==> config.mk <==
export PLATFORM = sky130hd
export DESIGN_NAME = ml_accel_tile_ctrl_axil
export DESIGN_NICKNAME = d
export VERILOG_FILES = /design/src/rtl/ml_accel_pkg.sv /design/src/rtl/ml_accel_tile_seq.sv /design/src/rtl/ml_accel_tile_ctrl_axil.sv
export SDC_FILE = /design/constraint.sdc
export NUM_CORES = 1
export LEC_CHECK = 0
export ABC_CLOCK_PERIOD_IN_PS = 3650
export CAP_MARGIN = 15
export CELL_PAD_IN_SITES_DETAIL_PLACEMENT = 1
export CELL_PAD_IN_SITES_GLOBAL_PLACEMENT = 1
export CORE_MARGIN = 3
export CORE_UTILIZATION = 43
export DETAILED_ROUTE_END_ITERATION = 8
export PLACE_DENSITY_LB_ADDON = 0.1
export SLEW_MARGIN = 20
export SYNTH_ARGS = -nofsm -noshare
export SYNTH_HDL_FRONTEND = slang
export SYNTH_SLANG_ARGS = --single-unit
==> constraint.sdc <==
create_clock -name s_axi_aclk -period 3.65 [get_ports s_axi_aclk]
set_input_delay 1.095 -clock s_axi_aclk [delete_from_list [all_inputs] [get_ports s_axi_aclk]]
set_output_delay 1.095 -clock s_axi_aclk [all_outputs]
set_load 0.03 [all_outputs]
==> src/rtl/ml_accel_pkg.sv <==
// Shared definitions for the systolic-array tile controller.
// Holds the register word indices, CTRL/STATUS bit positions, the sequencer
// state encoding, the AXI response codes and a byte-lane merge helper.
package ml_accel_pkg;

  // Register word indices (byte address bits [5:2])
  localparam logic [3:0] REG_CTRL    = 4'd0;
  localparam logic [3:0] REG_STATUS  = 4'd1;
  localparam logic [3:0] REG_M       = 4'd2;
  localparam logic [3:0] REG_K       = 4'd3;
  localparam logic [3:0] REG_N       = 4'd4;
  localparam logic [3:0] REG_TILES   = 4'd5;
  localparam logic [3:0] REG_VERSION = 4'd6;

  // CTRL bits
  localparam int CTRL_START  = 0;
  localparam int CTRL_ABORT  = 1;
  localparam int CTRL_IRQ_EN = 2;

  // STATUS bits
  localparam int ST_BUSY    = 0;
  localparam int ST_DONE    = 1;
  localparam int ST_ERR     = 2;
  localparam int ST_ABORTED = 3;

  localparam logic [1:0] RESP_OKAY   = 2'b00;
  localparam logic [1:0] RESP_SLVERR = 2'b10;

  typedef enum logic [2:0] {
    S_IDLE,
    S_LOAD,
    S_COMPUTE,
    S_DRAIN,
    S_NEXT,
    S_DONE
  } seq_state_e;

  function automatic logic is_valid_idx(input logic [3:0] idx);
    return idx <= REG_VERSION;
  endfunction

  // Byte lanes with a clear strobe keep their old contents.
  function automatic logic [31:0] apply_wstrb(input logic [31:0] old_val,
                                              input logic [31:0] new_val,
                                              input logic [3:0]  strb);
    logic [31:0] r;
    for (int b = 0; b < 4; b++)
      r[8*b +: 8] = strb[b] ? new_val[8*b +: 8] : old_val[8*b +: 8];
    return r;
  endfunction

endpackage

==> src/rtl/ml_accel_tile_seq.sv <==
// Tile sequencer: walks the output tile grid of an M x K x N matmul and
// drives the per-tile LOAD / COMPUTE / DRAIN phases plus zero-padding masks.
// Ports:
//   clk, rst_n                 clock, async active-low reset
//   start, abort               single-cycle requests from the register file
//   m, k, n                    problem sizes
//   busy                       a run is in progress
//   done_set/err_set/aborted_set  one-cycle status set pulses
//   tiles_done                 completed tile count for the current run
//   array_en, load_weight      array phase controls (registered)
//   tile_row, tile_col         current output tile
//   row_mask, col_mask         valid rows/columns of the current tile
module ml_accel_tile_seq
  import ml_accel_pkg::*;
#(
  parameter int ARRAY_DIM = 16,
  parameter int SIZE_W    = 16,
  parameter int DRAIN_CYC = 2*ARRAY_DIM-1
) (
  input  logic                 clk,
  input  logic                 rst_n,
  input  logic                 start,
  input  logic                 abort,
  input  logic [SIZE_W-1:0]    m,
  input  logic [SIZE_W-1:0]    k,
  input  logic [SIZE_W-1:0]    n,
  output logic                 busy,
  output logic                 done_set,
  output logic                 err_set,
  output logic                 aborted_set,
  output logic [31:0]          tiles_done,
  output logic                 array_en,
  output logic                 load_weight,
  output logic [SIZE_W-1:0]    tile_row,
  output logic [SIZE_W-1:0]    tile_col,
  output logic [ARRAY_DIM-1:0] row_mask,
  output logic [ARRAY_DIM-1:0] col_mask
);

  localparam int LOG2_DIM = $clog2(ARRAY_DIM);
  // Wide enough for ARRAY_DIM, 2^SIZE_W-1 and DRAIN_CYC (<= 127).
  localparam int CNT_W    = (SIZE_W > 8) ? SIZE_W : 8;
  localparam int BASE_W   = SIZE_W + LOG2_DIM + 1;

  localparam logic [CNT_W-1:0]  CNT_ONE    = CNT_W'(1);
  localparam logic [SIZE_W-1:0] S_ONE      = SIZE_W'(1);
  localparam logic [CNT_W-1:0]  LOAD_LAST  = CNT_W'(ARRAY_DIM-1);
  localparam logic [CNT_W-1:0]  DRAIN_LAST = CNT_W'(DRAIN_CYC-1);
  localparam logic [SIZE_W:0]   ROUND_ADD  = (SIZE_W+1)'(ARRAY_DIM-1);

  seq_state_e        state;
  logic [CNT_W-1:0]  phase_cnt;
  logic [SIZE_W-1:0] tiles_m, tiles_n;
  logic [CNT_W-1:0]  compute_last;
  logic [SIZE_W:0]   m_round, n_round;
  logic              sizes_zero, last_col, last_tile, go;

  assign busy         = (state != S_IDLE);
  assign sizes_zero   = (m == '0) || (k == '0) || (n == '0);
  assign go           = start && !abort && (state == S_IDLE);
  assign err_set      = go && sizes_zero;
  assign done_set     = (state == S_DONE) && !abort;
  assign aborted_set  = abort && busy;
  assign compute_last = CNT_W'(k) - CNT_ONE;
  // Ceiling division by a power of two; one extra bit absorbs the carry.
  assign m_round      = {1'b0, m} + ROUND_ADD;
  assign n_round      = {1'b0, n} + ROUND_ADD;
  assign last_col     = (tile_col == tiles_n - S_ONE);
  assign last_tile    = last_col && (tile_row == tiles_m - S_ONE);

  // NOTE: sequential state uses <= so every flop samples pre-edge values,
  // independent of statement order inside the block.
  always_ff @(posedge clk or negedge rst_n) begin
    if (!rst_n) begin
      state       <= S_IDLE;
      phase_cnt   <= '0;
      tiles_m     <= '0;
      tiles_n     <= '0;
      tile_row    <= '0;
      tile_col    <= '0;
      tiles_done  <= '0;
      array_en    <= 1'b0;
      load_weight <= 1'b0;
    end else if (aborted_set) begin
      state       <= S_IDLE;
      phase_cnt   <= '0;
      array_en    <= 1'b0;
      load_weight <= 1'b0;
    end else begin
      case (state)
        S_IDLE: begin
          if (go && !sizes_zero) begin
            tiles_m     <= SIZE_W'(m_round >> LOG2_DIM);
            tiles_n     <= SIZE_W'(n_round >> LOG2_DIM);
            tile_row    <= '0;
            tile_col    <= '0;
            tiles_done  <= '0;
            phase_cnt   <= '0;
            array_en    <= 1'b1;
            load_weight <= 1'b1;
            state       <= S_LOAD;
          end
        end
        S_LOAD: begin
          if (phase_cnt == LOAD_LAST) begin
            phase_cnt   <= '0;
            load_weight <= 1'b0;
            state       <= S_COMPUTE;
          end else begin
            phase_cnt <= phase_cnt + CNT_ONE;
          end
        end
        S_COMPUTE: begin
          if (phase_cnt == compute_last) begin
            phase_cnt <= '0;
            state     <= S_DRAIN;
          end else begin
            phase_cnt <= phase_cnt + CNT_ONE;
          end
        end
        S_DRAIN: begin
          if (phase_cnt == DRAIN_LAST) begin
            phase_cnt <= '0;
            array_en  <= 1'b0;
            state     <= S_NEXT;
          end else begin
            phase_cnt <= phase_cnt + CNT_ONE;
          end
        end
        S_NEXT: begin
          tiles_done <= tiles_done + 32'd1;
          if (last_col) begin
            tile_col <= '0;
            tile_row <= tile_row + S_ONE;
          end else begin
            tile_col <= tile_col + S_ONE;
          end
          if (last_tile) begin
            state <= S_DONE;
          end else begin
            array_en    <= 1'b1;
            load_weight <= 1'b1;
            state       <= S_LOAD;
          end
        end
        S_DONE:  state <= S_IDLE;
        default: state <= S_IDLE;
      endcase
    end
  end

  // Padding masks: element i of the tile is real data iff its global index
  // is below the matrix dimension.
  logic [BASE_W-1:0] row_base, col_base;
  assign row_base = BASE_W'({tile_row, {LOG2_DIM{1'b0}}});
  assign col_base = BASE_W'({tile_col, {LOG2_DIM{1'b0}}});

  // NOTE: outputs get a default before the loop so no path leaves them
  // unassigned, which would otherwise infer a latch.
  always_comb begin
    row_mask = '0;
    col_mask = '0;
    for (int i = 0; i < ARRAY_DIM; i++) begin
      row_mask[i] = (row_base + BASE_W'(i)) < BASE_W'(m);
      col_mask[i] = (col_base + BASE_W'(i)) < BASE_W'(n);
    end
  end

endmodule

==> src/rtl/ml_accel_tile_ctrl_axil.sv <==
// AXI4-Lite control block for the systolic-array accelerator: config/status
// register file, W1C interrupt status and the tile sequencer instance.
// Ports:
//   s_axi_aclk, s_axi_aresetn   clock, async active-low reset
//   s_axi_aw*/w*/b*             AXI4-Lite write address/data/response
//   s_axi_ar*/r*                AXI4-Lite read address/data
//   array_en, load_weight       array phase controls
//   tile_row, tile_col          current output tile
//   row_mask, col_mask          zero-padding masks for the current tile
//   irq                         level interrupt
module ml_accel_tile_ctrl_axil
  import ml_accel_pkg::*;
#(
  parameter int          C_S_AXI_DATA_WIDTH = 32,
  parameter int          C_S_AXI_ADDR_WIDTH = 6,
  parameter int          ARRAY_DIM          = 16,
  parameter int          SIZE_W             = 16,
  parameter int          DRAIN_CYC          = 2*ARRAY_DIM-1,
  parameter logic [31:0] VERSION            = 32'h0002_0000
) (
  input  logic                            s_axi_aclk,
  input  logic                            s_axi_aresetn,
  input  logic [C_S_AXI_ADDR_WIDTH-1:0]   s_axi_awaddr,
  input  logic                            s_axi_awvalid,
  output logic                            s_axi_awready,
  input  logic [C_S_AXI_DATA_WIDTH-1:0]   s_axi_wdata,
  input  logic [C_S_AXI_DATA_WIDTH/8-1:0] s_axi_wstrb,
  input  logic                            s_axi_wvalid,
  output logic                            s_axi_wready,
  output logic [1:0]                      s_axi_bresp,
  output logic                            s_axi_bvalid,
  input  logic                            s_axi_bready,
  input  logic [C_S_AXI_ADDR_WIDTH-1:0]   s_axi_araddr,
  input  logic                            s_axi_arvalid,
  output logic                            s_axi_arready,
  output logic [C_S_AXI_DATA_WIDTH-1:0]   s_axi_rdata,
  output logic [1:0]                      s_axi_rresp,
  output logic                            s_axi_rvalid,
  input  logic                            s_axi_rready,
  output logic                            array_en,
  output logic                            load_weight,
  output logic [SIZE_W-1:0]               tile_row,
  output logic [SIZE_W-1:0]               tile_col,
  output logic [ARRAY_DIM-1:0]            row_mask,
  output logic [ARRAY_DIM-1:0]            col_mask,
  output logic                            irq
);

  logic [3:0]        wr_idx, rd_idx;
  logic              wr_en, wr_ctrl, wr_status, start_req, abort_req;
  logic              clr_done, clr_err, clr_aborted;
  logic              irq_en, done_r, err_r, aborted_r;
  logic              irq_en_nxt, done_nxt, err_nxt, aborted_nxt;
  logic [SIZE_W-1:0] m_r, k_r, n_r, m_nxt, k_nxt, n_nxt;
  logic              busy, done_set, err_set, aborted_set;
  logic [31:0]       tiles_done, rd_data;
  logic [1:0]        rd_resp;
  logic              unused_addr_bits;

  assign wr_idx = s_axi_awaddr[5:2];
  assign rd_idx = s_axi_araddr[5:2];
  assign unused_addr_bits = ^{s_axi_awaddr[1:0], s_axi_araddr[1:0]};

  // awready and wready rise together, so the ready cycle is the commit cycle.
  assign wr_en       = s_axi_awready;
  assign wr_ctrl     = wr_en && (wr_idx == REG_CTRL) && s_axi_wstrb[0];
  assign wr_status   = wr_en && (wr_idx == REG_STATUS) && s_axi_wstrb[0];
  assign start_req   = wr_ctrl && s_axi_wdata[CTRL_START];
  assign abort_req   = wr_ctrl && s_axi_wdata[CTRL_ABORT];
  assign clr_done    = wr_status && s_axi_wdata[ST_DONE];
  assign clr_err     = wr_status && s_axi_wdata[ST_ERR];
  assign clr_aborted = wr_status && s_axi_wdata[ST_ABORTED];

  always_comb begin
    irq_en_nxt  = irq_en;
    m_nxt       = m_r;
    k_nxt       = k_r;
    n_nxt       = n_r;
    if (wr_ctrl) irq_en_nxt = s_axi_wdata[CTRL_IRQ_EN];
    // A hardware set in the same cycle as a W1C clear wins.
    done_nxt    = done_set    || (done_r    && !clr_done);
    err_nxt     = err_set     || (err_r     && !clr_err);
    aborted_nxt = aborted_set || (aborted_r && !clr_aborted);
    // Sizes are frozen while a run is in flight.
    if (wr_en && !busy) begin
      case (wr_idx)
        REG_M:   m_nxt = SIZE_W'(apply_wstrb(32'(m_r), s_axi_wdata, s_axi_wstrb));
        REG_K:   k_nxt = SIZE_W'(apply_wstrb(32'(k_r), s_axi_wdata, s_axi_wstrb));
        REG_N:   n_nxt = SIZE_W'(apply_wstrb(32'(n_r), s_axi_wdata, s_axi_wstrb));
        default: ;
      endcase
    end
  end

  always_ff @(posedge s_axi_aclk or negedge s_axi_aresetn) begin
    if (!s_axi_aresetn) begin
      irq_en    <= 1'b0;
      done_r    <= 1'b0;
      err_r     <= 1'b0;
      aborted_r <= 1'b0;
      m_r       <= SIZE_W'(ARRAY_DIM);
      k_r       <= SIZE_W'(ARRAY_DIM);
      n_r       <= SIZE_W'(ARRAY_DIM);
      irq       <= 1'b0;
    end else begin
      irq_en    <= irq_en_nxt;
      done_r    <= done_nxt;
      err_r     <= err_nxt;
      aborted_r <= aborted_nxt;
      m_r       <= m_nxt;
      k_r       <= k_nxt;
      n_r       <= n_nxt;
      irq       <= irq_en_nxt && (done_nxt || err_nxt || aborted_nxt);
    end
  end

  // Write channel: one transaction in flight; no accept while B is pending.
  always_ff @(posedge s_axi_aclk or negedge s_axi_aresetn) begin
    if (!s_axi_aresetn) begin
      s_axi_awready <= 1'b0;
      s_axi_wready  <= 1'b0;
      s_axi_bvalid  <= 1'b0;
      s_axi_bresp   <= RESP_OKAY;
    end else begin
      s_axi_awready <= s_axi_awvalid && s_axi_wvalid && !s_axi_bvalid && !s_axi_awready;
      s_axi_wready  <= s_axi_awvalid && s_axi_wvalid && !s_axi_bvalid && !s_axi_awready;
      if (wr_en) begin
        s_axi_bvalid <= 1'b1;
        s_axi_bresp  <= is_valid_idx(wr_idx) ? RESP_OKAY : RESP_SLVERR;
      end else if (s_axi_bvalid && s_axi_bready) begin
        s_axi_bvalid <= 1'b0;
      end
    end
  end

  always_comb begin
    rd_data = '0;
    rd_resp = RESP_OKAY;
    case (rd_idx)
      REG_CTRL:    rd_data[CTRL_IRQ_EN] = irq_en;
      REG_STATUS:  rd_data[3:0] = {aborted_r, err_r, done_r, busy};
      REG_M:       rd_data[SIZE_W-1:0] = m_r;
      REG_K:       rd_data[SIZE_W-1:0] = k_r;
      REG_N:       rd_data[SIZE_W-1:0] = n_r;
      REG_TILES:   rd_data = tiles_done;
      REG_VERSION: rd_data = VERSION;
      default:     rd_resp = RESP_SLVERR;
    endcase
  end

  // Read channel: data captured in the arready cycle and held until rready.
  always_ff @(posedge s_axi_aclk or negedge s_axi_aresetn) begin
    if (!s_axi_aresetn) begin
      s_axi_arready <= 1'b0;
      s_axi_rvalid  <= 1'b0;
      s_axi_rdata   <= '0;
      s_axi_rresp   <= RESP_OKAY;
    end else begin
      s_axi_arready <= s_axi_arvalid && !s_axi_rvalid && !s_axi_arready;
      if (s_axi_arready) begin
        s_axi_rvalid <= 1'b1;
        s_axi_rdata  <= rd_data;
        s_axi_rresp  <= rd_resp;
      end else if (s_axi_rvalid && s_axi_rready) begin
        s_axi_rvalid <= 1'b0;
      end
    end
  end

  ml_accel_tile_seq #(
    .ARRAY_DIM (ARRAY_DIM),
    .SIZE_W    (SIZE_W),
    .DRAIN_CYC (DRAIN_CYC)
  ) u_seq (
    .clk         (s_axi_aclk),
    .rst_n       (s_axi_aresetn),
    .start       (start_req),
    .abort       (abort_req),
    .m           (m_r),
    .k           (k_r),
    .n           (n_r),
    .busy        (busy),
    .done_set    (done_set),
    .err_set     (err_set),
    .aborted_set (aborted_set),
    .tiles_done  (tiles_done),
    .array_en    (array_en),
    .load_weight (load_weight),
    .tile_row    (tile_row),
    .tile_col    (tile_col),
    .row_mask    (row_mask),
    .col_mask    (col_mask)
  );

endmodule

==> metrics.md <==
| Metric | Value |
|---|---|
| Outcome | finished, violations left |
| Failing checks | negative setup slack |
| Slowest CP cell | dfrtp_1 |
| Clock power share | 0.294 |
| WP data required | 2.55 ns |
| Worst reg2reg path endpoint | u_seq.array_en |
| Synth Flop Type | dfrtp_1 |
| Peak supply drop | 0.0005119 V |
| Synth area leaders | dfrtp_1 (40%), xnor2_1 (5.4%), nand2_1 (4.7%), o21ai_0 (4.2%), nor2_1 (3.4%) |
| DRT Pass-1 Iters | 8 |
| R2R Setup Slk | 0.27 ns |
| Sequential share of power | 0.317 |
| Dpl cell area | 14940 µm² |
| Largest net degree at the start of global routing | 89 |
| Drt wl/cell | 22.25 µm |
| Final net count | 1781 |
| CP Launch Type | flop |
| Clk sinks | 202 |
| Crit-path max cell delay | 0.41 ns |
| Internal power | 5758 µW |
| Pwr Total | 9266 µW |
| Post-synth EDFFs | 0 |
| Critical path cell sequence | inv_2, ha_4, a21o_1, a21o_1, a21oi_2, o21ai_2, a21oi_2, buf_4, o211ai_1, buf_4, a21oi_2, buf_6 |
| H-tree level count | 1 |
| I/O pin cnt | 163 |
| Slew @ Worst Pin | 0.8342 ns |
| Syn Area/Cell | 8.683 µm² |
| Synth-to-layout area growth | 33.23% |
| Cell Rows | 61 |
| Critical Path End | row_mask[13] |
| Placed insts | 1999 |
| Most frequent CP cell | a21oi_2 |
| Via count | 12400 |
| Max Buffers Root-to-Sink | 3 |
| Finished Layout Cells | 2088 |
| #FFs+latches synth | 202 |
| Min Clock Period, post-route | 3.937 ns |
| Die H | 177.0 µm |
| Arrival @ worst endpoint | 2.84 ns |
| Final worst setup slack | -0.2874 ns |
| Net Sw Frac | 0.3786 |
| CP endpoint kind | output port |
| DRC viols | 0 |
| DRC marker count from the first detailed-route iteration | 727 |
| IO Port Bufs | 138 |
| Max_cap viols | 0 |
| Layout cell share with drive strength beyond 1 | 0.2205 |
| Core area | 28320 µm² |
| DRT antenna net count | 0 |
| Buffer and inverter count on the worst path | 4 |
| Die Span X | 177.0 µm |
| Unrepaired setup endpoints after global routing | true |
| Mapped Cells | 1448 |
| Yosys cell types | 79 |
| Worst-Skew Late Latency | 0.54 ns |
| Post-synth design cell area | 12570 µm² |
| Clock skew | 0.01183 ns |
| Root Driver | clkbuf_16 |
| Final hold violation count | 0 |
| Leakage | 0.006984 µW |
| First-pass GRT wire length | 70940 µm |
| Final wirelength | 46460 µm |
| Crit path max fanout | 5 |
| Count leader, synth | dfrtp_1 |
| Worst reg2reg startpoint | u_seq.tiles_m[0] |
| Diodes inserted | 0 |
| FF-to-FF path depth | 9 |
| Sequential fraction of the synthesis area | 0.4023 |
| GP Congestion | 0.8776 |
| Worst relative slew slack | 0.4439 |
| All-Layer GR Usage | 0.2850 |
| Tcrit/Tclk final | 1.079 |
| Fmax | 254.0 MHz |
| Synth area leader | dfrtp_1 |
| Synth async-reset ratio | 1.000 |
| Synth Warn # | 0 |
| Final Cell Area | 16750 µm² |
| Clk slew on worst S/H paths | 0.07 ns |
| Top cells by count, synth | dfrtp_1 (199), nand2_1 (157), nor2_1 (114) |
| Critical path class | reg -> out |
| Post-DP HPWL | 32150 µm |
| Final setup vio count | 32 |
| Type of the most critical hold path | reg -> reg |
| CTS tree | built |
| Initial Util | 0.4440 |
| Power Dens Cells | 553.1 nW/µm² |
| Switching power | 3508 µW |
| Overflow after GRT | 0 |
| Cell count along the critical path | 12 |
| Vias in the first global route | 12830 |
| Largest delay contributor family on the critical path | compound AO/OA/AOI/OAI gates |
| Comb power frac | 0.390 |
| Top cell type's share of synthesized area | 0.3961 |
| Vias/cell | 5.936 |
| Die ar. | 31330 µm² |
| Util after Layout | 0.5916 |
| Final Max Tran Viols | 0 |
| Initial antenna violation count | 0 |
| TritonCTS buffer count | 25 |
| Crit path from | m_r[6] |
how the worst min path moves through the flow:
stage / from / to / slack (ns) / depth (start not counted)
floorplan: aborted_r / aborted_r / 0.48 / 2
global placement: s_axi_rvalid / s_axi_arready / 0.45 / 1
detailed placement: s_axi_bvalid / s_axi_wready / 0.46 / 1
CTS: s_axi_bvalid / s_axi_wready / 0.47 / 1
global route: s_axi_bvalid / s_axi_wready / 0.49 / 1
finish: s_axi_bvalid / s_axi_wready / 0.47 / 1
stage by stage:
| step | hold slack, ns | setup WS (ns) | TNS [ns] |
|---|---|---|---|
| 5_1_grt | 0.4944 | -0.4134 | -7.382 |
| 4_1_cts | 0.4726 | -0.1300 | -1.155 |
| 3_5_place_dp | 0.4644 | -0.1254 | -0.7864 |
| 2_1_floorplan | 0.4774 | 0.008744 | 0 |
| 6_report | 0.4670 | -0.2874 | -4.388 |
| 3_3_place_gp | 0.4481 | -0.04059 | -0.1750 |
worst reg2reg max path: stages, from the launching register on:
cell     delay [ns]
dfrtp_1        0.43
inv_1          0.11
ha_1           0.17
or4b_2         0.64
nor4b_1        0.41
xnor2_1        0.17
o311a_1        0.20
nand4_1        0.33
or4_4          0.56
a22o_1         0.26
sequential cells by signal, indices dropped and copies added (netlist names), 3 cells and up:
register and cells:
u_seq.tiles_n 13, u_seq.tile_col 16, u_seq.phase_cnt 16, u_seq.tile_row 16, m_r 16, u_seq.state 3
s_axi_rdata 32, u_seq.tiles_done 32, n_r 16, k_r 16, u_seq.tiles_m 13
metal layers:
metal | share of wire | global-route usage | vias up
met4 | 0.041 | 0.1018 | 0
met3 | 0.053 | 0.04676 | 121
met5 | 0 | 0 | -
met2 | 0.49 | 0.4912 | 376
li1 | - | - | 5659
met1 | 0.42 | 0.3616 | 6239
cell type report:
cell class / count / area, µm²
clock inverter: 14 / 210.2
multi-input combinational: 1076 / 7343
tap: 378 / 473.0
sequential: 202 / 5074
timing repair buffer: 291 / 2613
fill: 3236 / 11560
clock buffer: 31 / 678.2
inverter: 96 / 360.3
cells by family (layout without fill, tap and decap cells):
group           count (synthesis)  in the layout  synth area share
xor+xnor                      109            109           0.07593
other cells                     1              2         0.0002983
simple gates                  558            558            0.2274
compound gates                332            332            0.1706
mux                            41             41           0.03602
flops                         202            202            0.4023
fa+ha+maj                      34             34           0.03383
buf+inv                       171            432           0.05364
power by group through the flow:
| stage | Sequential [µW] | Combinational [µW] | Clock, µW |
|---|---|---|---|
| 2_1_floorplan | 3110 | 1690 | 0 |
| 3_3_place_gp | 2950 | 3020 | 0 |
| 3_5_place_dp | 2970 | 3100 | 0 |
| 4_1_cts | 2920 | 3400 | 2750 |
| 5_1_grt | 2970 | 3880 | 2850 |
| 6_report | 2930 | 3610 | 2720 |
what timing repair did:
action                                  4_1_cts  5_1_grt
endpoints found under the setup margin       32       31
resized for setup                            94       61
buffers inserted                             32       15
pin swaps                                    22       24
gates cloned                                  0        0
hold buffers                                  0        0
cell usage in the layout, fill, tap and decap left out, types with 19 or more instances in the layout:
master           instances
dfrtp_1                187
nand2_1                155
buf_4                  151
nor2_1                 108
clkdlybuf4s50_1        105
o21ai_0                101
xnor2_1                 78
inv_1                   77
nand3_1                 70
nand4_1                 31
a21oi_1                 31
xor2_1                  31
a31oi_1                 31
nor3_1                  30
buf_6                   29
nor4_1                  27
clkbuf_16               25
mux2_2                  24
nand2b_1                22
ha_1                    22
inv_2                   19
(Power assumes the default switching activity.)
